### config.mk
export PLATFORM = sky130hd
export DESIGN_NAME = vdiv_seq
export DESIGN_NICKNAME = d
export VERILOG_FILES = /design/src/rtl/fp16_pkg.sv /design/src/rtl/fp16_round_pack.sv /design/src/rtl/vdiv_seq.sv
export SDC_FILE = /design/constraint.sdc
export NUM_CORES = 1
export LEC_CHECK = 0
export ABC_AREA = 1
export BUFFER_PORTS_ARGS = -buffer_cell sky130_fd_sc_hd__buf_2
export CORE_MARGIN = 2
export CORE_UTILIZATION = 40
export DETAILED_ROUTE_END_ITERATION = 8
export PLACE_DENSITY_LB_ADDON = 0.2
export RECOVER_POWER = 25
export SETUP_SLACK_MARGIN = 0.1
export SLEW_MARGIN = 30
export SYNTH_ARGS = -nofsm -noshare
export SYNTH_HDL_FRONTEND = slang
export SYNTH_SLANG_ARGS = --single-unit
### constraint.sdc
create_clock -name clk -period 5 [get_ports clk]
set_clock_uncertainty 0.05 [all_clocks]
set_input_delay 0.25 -clock clk [delete_from_list [all_inputs] [get_ports clk]]
set_output_delay 0.25 -clock clk [all_outputs]
set_load 0.01 [all_outputs]
### src/rtl/fp16_pkg.sv
// fp16_pkg: constants and types shared by the FP16 sequential datapath blocks.
// Holds the IEEE-754 half-precision field widths, the exponent bias, the
// largest normal biased exponent, the infinity magnitude pattern and the
// divider control state encoding.
package fp16_pkg;

    localparam int EXP_W   = 5;
    localparam int MAN_W   = 10;
    localparam int BIAS    = 15;
    localparam int EXP_MAX = 30;

    localparam logic [14:0] INF_MAG = 15'h7C00;

    typedef enum logic [1:0] {
        IDLE,
        NORM,
        DIV,
        ROUND
    } state_t;

endpackage

### src/rtl/fp16_round_pack.sv
// fp16_round_pack: combinational back end of the FP16 divider.
// Takes the raw restoring-division quotient and the final remainder. It
// normalises by one position when the integer bit is clear, rounds to nearest
// even, applies the exponent range checks and packs the FP16 result.
// Ports:
//   sign        result sign
//   exp_biased  signed biased exponent eA - eB + BIAS, before normalisation
//   q           14-bit quotient, bit 13 has weight 1
//   rem         final partial remainder; nonzero means inexact (sticky)
//   quotient    packed FP16 result
//   overflow    exponent above EXP_MAX; result is signed infinity
//   underflow   exponent below 1; result is signed zero
module fp16_round_pack
    import fp16_pkg::*;
(
    input  logic              sign,
    input  logic signed [7:0] exp_biased,
    input  logic [13:0]       q,
    input  logic [11:0]       rem,
    output logic [15:0]       quotient,
    output logic              overflow,
    output logic              underflow
);

    logic signed [7:0] exp_norm;
    logic signed [7:0] exp_final;
    logic [MAN_W-1:0]  man_trunc;
    logic [MAN_W-1:0]  man_final;
    logic [MAN_W:0]    man_sum;
    logic              guard;
    logic              sticky;
    logic              round_up;

    // The quotient of two normalised mantissas lies in (0.5, 2). When the
    // integer bit is clear the result is renormalised by taking the window
    // one bit lower and decrementing the exponent.
    always_comb begin
        exp_norm  = exp_biased;
        man_trunc = q[12:3];
        guard     = q[2];
        sticky    = (|q[1:0]) | (|rem);
        if (!q[13]) begin
            exp_norm  = exp_biased - 8'sd1;
            man_trunc = q[11:2];
            guard     = q[1];
            sticky    = q[0] | (|rem);
        end

        // Round to nearest, ties to even. A carry out of the mantissa
        // leaves a zero fraction and bumps the exponent.
        round_up  = guard & (sticky | man_trunc[0]);
        man_sum   = {1'b0, man_trunc} + {{MAN_W{1'b0}}, round_up};
        man_final = man_sum[MAN_W-1:0];
        exp_final = exp_norm;
        if (man_sum[MAN_W]) begin
            man_final = '0;
            exp_final = exp_norm + 8'sd1;
        end

        // The range checks run after rounding, so a carry can push a
        // result into overflow.
        overflow  = 1'b0;
        underflow = 1'b0;
        quotient  = {sign, exp_final[EXP_W-1:0], man_final};
        if (exp_final > $signed(8'(EXP_MAX))) begin
            overflow = 1'b1;
            quotient = {sign, INF_MAG};
        end else if (exp_final < 8'sd1) begin
            underflow = 1'b1;
            quotient  = {sign, 15'h0000};
        end
    end

endmodule

### src/rtl/vdiv_seq.sv
// vdiv_seq: sequential FP16 divider (quotient = A / B).
// The block normalises subnormal mantissas one bit per cycle. It then runs
// a restoring radix-2 divide, producing one quotient bit per cycle. It
// finishes with a single rounding/packing cycle. Zero operands skip the
// datapath and produce their fixed result directly. An exponent field of 31
// is treated as an ordinary finite value.
// Ports:
//   clk, rst    clock and synchronous active-high reset
//   start       request, sampled only while idle
//   A, B        FP16 dividend and divisor
//   busy        operation in flight
//   done        one-cycle pulse when quotient/flags are written
//   quotient    FP16 result, held until the next result
//   Overflow    result too large, quotient is signed infinity
//   Underflow   result too small, quotient is signed zero
//   DivByZero   divisor was +/-0
module vdiv_seq
    import fp16_pkg::*;
#(
    parameter int          QBITS   = 14,
    parameter logic [15:0] NAN_VAL = 16'h7E00
) (
    input  logic        clk,
    input  logic        rst,
    input  logic        start,
    input  logic [15:0] A,
    input  logic [15:0] B,
    output logic        busy,
    output logic        done,
    output logic [15:0] quotient,
    output logic        Overflow,
    output logic        Underflow,
    output logic        DivByZero
);

    state_t            state;
    logic              sign;
    logic [MAN_W:0]    man_a;
    logic [MAN_W:0]    man_b;
    logic signed [7:0] exp_a;
    logic signed [7:0] exp_b;
    logic [11:0]       rem;
    logic [13:0]       q;
    logic [3:0]        cnt;
    logic              special;
    logic              special_dbz;
    logic [15:0]       special_quot;

    logic              a_zero;
    logic              b_zero;
    logic              rem_ge;
    logic [10:0]       rem_diff;
    logic signed [7:0] exp_biased;
    logic [15:0]       rp_quot;
    logic              rp_ovf;
    logic              rp_unf;

    assign a_zero     = (A[14:0] == 15'h0000);
    assign b_zero     = (B[14:0] == 15'h0000);
    assign exp_biased = exp_a - exp_b + $signed(8'(BIAS));

    // A remainder of 2^11 or more always exceeds the divisor, so bit 11
    // is not needed on the keep path.
    assign rem_ge   = (rem >= {1'b0, man_b});
    assign rem_diff = rem_ge ? 11'(rem - {1'b0, man_b}) : rem[10:0];

    fp16_round_pack u_round_pack (
        .sign       (sign),
        .exp_biased (exp_biased),
        .q          (q),
        .rem        (rem),
        .quotient   (rp_quot),
        .overflow   (rp_ovf),
        .underflow  (rp_unf)
    );

    // Control FSM and datapath registers. A zero exponent field decodes to
    // effective exponent 1 with a clear hidden bit. NORM then shifts that
    // mantissa up, decrementing its exponent, until bit 10 is set. Outputs
    // are written only on the ROUND exit edge, so they hold between results.
    always_ff @(posedge clk) begin
        if (rst) begin
            state        <= IDLE;
            busy         <= 1'b0;
            done         <= 1'b0;
            quotient     <= '0;
            Overflow     <= 1'b0;
            Underflow    <= 1'b0;
            DivByZero    <= 1'b0;
            sign         <= 1'b0;
            man_a        <= '0;
            man_b        <= '0;
            exp_a        <= '0;
            exp_b        <= '0;
            rem          <= '0;
            q            <= '0;
            cnt          <= '0;
            special      <= 1'b0;
            special_dbz  <= 1'b0;
            special_quot <= '0;
        end else begin
            done <= 1'b0;
            case (state)
                IDLE: begin
                    if (start) begin
                        busy        <= 1'b1;
                        sign        <= A[15] ^ B[15];
                        man_a       <= {|A[14:10], A[9:0]};
                        man_b       <= {|B[14:10], B[9:0]};
                        exp_a       <= (A[14:10] == 5'd0) ? 8'sd1 : $signed({3'b000, A[14:10]});
                        exp_b       <= (B[14:10] == 5'd0) ? 8'sd1 : $signed({3'b000, B[14:10]});
                        special     <= a_zero | b_zero;
                        special_dbz <= b_zero;
                        if (b_zero) begin
                            special_quot <= a_zero ? NAN_VAL : {A[15] ^ B[15], INF_MAG};
                        end else begin
                            special_quot <= {A[15] ^ B[15], 15'h0000};
                        end
                        state <= (a_zero | b_zero) ? ROUND : NORM;
                    end
                end
                NORM: begin
                    if (man_a[MAN_W] && man_b[MAN_W]) begin
                        rem   <= {1'b0, man_a};
                        q     <= '0;
                        cnt   <= '0;
                        state <= DIV;
                    end else begin
                        if (!man_a[MAN_W]) begin
                            man_a <= man_a << 1;
                            exp_a <= exp_a - 8'sd1;
                        end
                        if (!man_b[MAN_W]) begin
                            man_b <= man_b << 1;
                            exp_b <= exp_b - 8'sd1;
                        end
                    end
                end
                DIV: begin
                    q   <= {q[12:0], rem_ge};
                    rem <= {rem_diff, 1'b0};
                    cnt <= cnt + 4'd1;
                    if (cnt == 4'(QBITS - 1)) begin
                        state <= ROUND;
                    end
                end
                ROUND: begin
                    busy  <= 1'b0;
                    done  <= 1'b1;
                    state <= IDLE;
                    if (special) begin
                        quotient  <= special_quot;
                        Overflow  <= 1'b0;
                        Underflow <= 1'b0;
                        DivByZero <= special_dbz;
                    end else begin
                        quotient  <= rp_quot;
                        Overflow  <= rp_ovf;
                        Underflow <= rp_unf;
                        DivByZero <= 1'b0;
                    end
                end
                default: state <= IDLE;
            endcase
        end
    end

endmodule
Word-level counts from Yosys, hierarchy flattened --
Index checks and enable logic that the tools add are counted.
Cells by class: bitwise operators 6, magnitude comparators 3, mux-type cells 50, equality and inequality tests 10, reduce and logical (&&, ||, !) cells 20, add/sub/neg operators 9
Operator list (number):
- two-way mux 11 bit | 7
- two-way mux 8 bit | 8
- two-way mux 16 bit | 3
- case mux 11 bit (2 select lines) | 2
- case mux 8 bit (2 select lines) | 2
- logical NOT 15 bit | 2
- two-way mux 15 bit | 2
- case mux 14 bit (2 select lines) | 1
- case mux 12 bit (2 select lines) | 1
- subtractor 8 x 2 -> 8 bit, second input constant | 3
- two-way mux 10 bit | 2
- two-way mux 14 bit | 1
- greater-or-equal comparator 12 x 11 -> 1 bit | 1
- two-way mux 12 bit | 1
- inequality test 2 bit, second input constant | 6
- OR reduction 12 bit | 1
- adder 10 x 1 -> 11 bit | 1
- subtractor 11 bit | 1
- logical NOT 5 bit | 2
- two-way mux 1 bit | 10
- two-way mux 5 bit | 2
- OR reduction 5 bit | 2
- adder 8 x 2 -> 8 bit, second input constant | 1
- adder 8 x 5 -> 8 bit, second input constant | 1
- other kinds (22) | 35
Word-level totals: input port bits 35, logic and storage cells 118, flip-flop bits (word level) 110, output and inout port bits 21

Logic depth before layout (Yosys ltp) --
word-level depth 11, mapped depth 24, gate-level depth less buffers 24

Hierarchy --
A second synthesis with hierarchy kept.
Second synthesis, totals: cell total of the unflattened synthesis 1013, area, all modules 6635.1 µm²
By module, submodules not included:
- vdiv_seq | area each 5451.5 µm², seq. area each 1921.8 µm², cells each 782, instances 1
- fp16_round_pack | area each 1183.6 µm², seq. area each 0.0 µm², cells each 231, instances 1

Least setup slack after synthesis --
OpenSTA, ideal clock, no wires.
path type register -> register, from reg exp_b[1], to reg quotient[6], path buffers 1, data arrival time 2.648 ns, setup slack 2.169 ns, cell stages (with the launch flop) 22, library setup time 0.132 ns, period minus slack after synthesis 2.831 ns, data required time 4.818 ns, cells stage by stage dfxtp_1 inv_1 ha_1 ha_1 inv_1 fa_1 inv_1 nor2_1 nand2_1 nor2_1 nand3_1 nand2_1 nand2_1 inv_1 nand2_1 nand2_1 nand3_2 nor2_1 nor2_2 buf_4 nand3_1 a21oi_1
On the way: word-level cells in the longest chain between the ends 10, elaborated cells on any way between the ends 11, classes of those cells add/sub (4); order compare (2); mux (5)
RTL lines:
- from (decl) | RTL line vdiv_seq.sv:41 | logic signed [7:0] exp_b;
- from (signal assigned) | RTL line vdiv_seq.sv:111 | exp_b <= (B[14:10] == 5'd0) ? 8'sd1 : $signed({3'b000, B[14:10]});
- from (signal assigned) | RTL line vdiv_seq.sv:135 | exp_b <= exp_b - 8'sd1;
- subtractor 8 bit * | RTL line vdiv_seq.sv:60 | assign exp_biased = exp_a - exp_b + $signed(8'(BIAS));
- adder 8 x 5 -> 8 bit * | RTL line vdiv_seq.sv:60
- subtractor 8 x 2 -> 8 bit | RTL line fp16_round_pack.sv:43 | exp_norm = exp_biased - 8'sd1;
- two-way mux 8 bit * | RTL line fp16_round_pack.sv:42 | if (!q[13]) begin
- adder 8 x 2 -> 8 bit | RTL line fp16_round_pack.sv:57 | exp_final = exp_norm + 8'sd1;
- two-way mux 8 bit * | RTL line fp16_round_pack.sv:55 | if (man_sum[MAN_W]) begin
- less-than comparator 8 x 2 -> 1 bit | RTL line fp16_round_pack.sv:68 | end else if (exp_final < 8'sd1) begin
- two-way mux 15 bit | RTL line fp16_round_pack.sv:68
- two-way mux 15 bit * | RTL line fp16_round_pack.sv:65 | if (exp_final > $signed(8'(EXP_MAX))) begin
- two-way mux 16 bit * | RTL line vdiv_seq.sv:151 | if (special) begin
- to (signal assigned) | RTL line vdiv_seq.sv:152 | quotient <= special_quot;
- to (signal assigned) | RTL line vdiv_seq.sv:157 | quotient <= rp_quot;
- to (decl) | RTL line vdiv_seq.sv:30 | output logic [15:0] quotient,
Every way passes the cells marked *; elsewhere a longest branch is shown, timed or not. A chain may end at the register's enable or synchronous reset.

==> insert_results.sql <==
INSERT INTO impl_metrics (metric_group, metric, value, unit) VALUES
('cts', 'cts_num_sinks', '96', ''),
('worst_setup_path', 'crit_chain', 'buf_2, clkbuf_1, inv_1, o21ai_1, nor3_1', ''),
('cts', 'clkSlewWorstSetupHoldPaths', '70', 'ps'),
('sta', 'maxSlewHeadroom', '-0.693', ''),
('worst_setup_path', 'critical_path.reg2reg.startpoint', 'state[1]$_SDFFE_PP0P_', ''),
('cts', 'htreeDepth', '3', ''),
('synth', 'yosysWarnings', '0', ''),
('floorplan', 'floorplan.die.height', '128', 'um'),
('sta', 'hold_violation_total_from_the_final_report', '0', ''),
('global_route', 'grt_pass1_vias', '5293', ''),
('drt', 'initialDrtViolationCount', '317', ''),
('drt', 'pre_antenna_drt_iters', '5', ''),
('cts', 'clk_path_buf_depth', '2', ''),
('floorplan', 'design.core.area', '0.0150', 'mm2'),
('placement', 'final_gp_congestion', '0.847', ''),
('floorplan', 'fp.dieArea', '0.0163', 'mm2'),
('sta', 'layout_worst_path_cycle_share', '0.799', ''),
('synth', 'synthArstFlopShare', '0', ''),
('synth', 'syn_avg_cell_area', '6.67', 'um2'),
('synth', 'postSynthCellCount', '915', ''),
('cts', 'hold_buffers', '0', ''),
('worst_setup_path', 'regToRegSetupSlack', '1520', 'ps'),
('sta', 'unrepaired_setup_endpoints_after_global_routing', 'false', ''),
('worst_setup_path', 'critical_path.max_fanout', '52', ''),
('drt', 'wire_length_per_cell', '13.5', 'um'),
('final_layout', 'antenna_cells_inserted', '0', ''),
('sta', 'finalSetupViolations', '0', ''),
('floorplan', 'ioPinCount', '56', ''),
('sta', 'worstMarginPinSlew', '2540', 'ps'),
('worst_setup_path', 'critPathSlowestCell', 'clkbuf_1', ''),
('drt', 'post-route-drc-count', '0', ''),
('worst_setup_path', 'startpoint', 'rst', ''),
('cts', 'clock-root-buffer', 'clkbuf_16', ''),
('synth', 'synth_ff_type', 'dfxtp_1', ''),
('worst_setup_path', 'crit_path_end_kind', 'register', ''),
('drt', 'route.vias.total', '5910', ''),
('cts', 'worst_skew_pair.late_latency', '350', 'ps'),
('global_route', 'grt_first_pass_wirelength', '25.5', 'mm'),
('final_layout', 'final_layout_size_suffix_gt1_frac', '0.0772', ''),
('placement', 'io_buffers', '55', ''),
('worst_setup_path', 'setup.worst_path.start_class', 'input pin', ''),
('worst_setup_path', 'rr_worst_depth', '14', ''),
('sta', 'timing.setup.tns', '0', 'ps'),
('placement', 'dp_hpwl', '11.6', 'mm'),
('floorplan', 'initial_utilization', '0.406', ''),
('outcome', 'outcome', 'finished with violations', ''),
('worst_setup_path', 'setup.worst_path.class', 'input pin to register', ''),
('cts', 'cts-buffers-inserted', '9', ''),
('global_route', 'grt_start_max_net_pins', '53', ''),
('sta', 'holdWs', '114', 'ps'),
('synth', 'ys_seq_area_frac', '0.315', ''),
('synth', 'synth_nets', '987', ''),
('worst_setup_path', 'critical_path.reg2reg.endpoint', 'exp_b[7]$_SDFFE_PP0P_', ''),
('flow_run', 'cap_viol_max_count', '1', ''),
('synth', 'synthesis.area', '0.00611', 'mm2'),
('cts', 'cts_resized', '0', ''),
('floorplan', 'fp-row-count', '45', ''),
('final_layout', 'num-nets-final', '1026', ''),
('worst_setup_path', 'capturing_element_of_the_worst_setup_path', 'exp_b[6]$_SDFFE_PP0P_', ''),
('drt', 'detail_route.wirelength', '15.5', 'mm'),
('sta', 'slew_violations', '53', ''),
('drt', 'detail-route-antenna-nets', '0', ''),
('sta', 'period_needed', '3990', 'ps'),
('outcome', 'failed_checks', 'capacitance limit, slew limit', ''),
('min_path', 'worst_hold_path_type', 'input pin to register', ''),
('final_layout', 'most-common-layout-cells', 'nand2_1, inv_1, a21oi_1', ''),
('worst_setup_path', 'cp_data_arrival_time', '4160', 'ps'),
('sta', 'achievable-frequency', '0.250', 'GHz'),
('final_layout', 'flow.area_growth_from_synthesis', '11.5', '%'),
('synth', 'synth_edf_count', '0', ''),
('synth', 'ys_ff_latch', '96', ''),
('global_route', 'antenna_found_initial', '0', ''),
('final_layout', 'layout_commonest_cell', 'nand2_1', ''),
('drt', 'avgViaCountPerCell', '5.15', ''),
('floorplan', 'die_span_in_x', '128', 'um'),
('worst_setup_path', 'required_time_reported_for_the_critical_path_endpoint', '5170', 'ps'),
('global_route', 'gr-total-overflow', '0', ''),
('synth', 'synth.distinct_cells', '43', ''),
('cts', 'cts_tree', 'built', ''),
('cts', 'post-cts-setup-buffer-count', '0', ''),
('global_route', 'groute.usage.overall', '0.194', ''),
('worst_setup_path', 'critPathMaxStageDelay', '1790', 'ps');
[layer usage]
metal	global-route usage	vias to the layer above	routed length [um]
met2	0.310	131	6820
met1	0.266	2632	7770
met5	0	-	0
met4	0.0524	0	235
li1	-	3130	-
met3	0.0423	17	696
[metrics by stage]
stage	util	cell area, um2	setup WS (ps)	cells
6_report	0.453	6810	1010	1147
5_1_grt	0.453	6810	707	1147
4_1_cts	0.455	6840	1570	1147
3_5_place_dp	0.434	6520	1600	1131
3_3_place_gp	0.434	6520	1550	1131
2_1_floorplan	-	6110	2170	915
[cells in the mapped netlist (4+ instances only)]
cell      instances  share of area
a211oi_1         14          0.017
a21oi_1          98          0.080
a221oi_1          9          0.013
a31oi_1          14          0.014
clkbuf_1         30          0.018
dfxtp_1          96           0.31
ha_1             35          0.072
inv_1           110          0.068
nand2_1         190           0.12
nand3_1          36          0.030
nand3_2           4         0.0066
nand4_1          15          0.015
nor2_1           97          0.060
nor2_2            5         0.0051
nor3_1           12         0.0098
nor4_1           10          0.010
o21ai_0          76          0.062
xnor2_1           7          0.010
xor2_1           19          0.027
[layout make-up]
cell class	instances	area [um2]
fillers	1604	8230
multi-input cells	668	3590
flip-flops and latches	96	1920
inverters	116	438
repair buffers	63	305
well taps	188	235
clock buffers	11	233
clock inverters	5	81.3
[cells by family after synthesis]
family,Yosys count,synth area share
compound gates,230,0.212
simple gates,375,0.261
buf+inv,151,0.0971
fa+ha+maj,37,0.0783
flops,96,0.315
xor+xnor,26,0.0373
[sequential cells by signal, indices dropped and copies added, names as in the netlist, 4 cells and up]
name      count
quotient     16
rem          12
exp_b         8
exp_a         8
q            14
man_a        11
man_b        11
cnt           4
[critical path: cells and delay by family]
family | cells | cell delay [ps]
buffers and inverters | 3 | 3080
AOI/OAI and AO/OA | 1 | 670
and+or+nand+nor | 1 | 120
[worst min path at each step]
stage                               endpoint                      from  cells after the start  slack, ps
CTS                    man_b[0]$_SDFFE_PP0P_                      B[0]                      3        100
global route           man_a[1]$_SDFFE_PP0P_                      A[1]                      3        120
finish                 man_a[1]$_SDFFE_PP0P_                      A[1]                      3        110
floorplan              man_a[0]$_SDFFE_PP0P_                      A[0]                      2        350
global placement    quotient[7]$_SDFFE_PP0P_  quotient[7]$_SDFFE_PP0P_                      2        400
detailed placement  quotient[2]$_SDFFE_PP0P_  quotient[2]$_SDFFE_PP0P_                      2        400
Power is left out: the tool's default activity adds up to more than one toggle a clock period on the data nets, which glitch-free logic cannot reach.
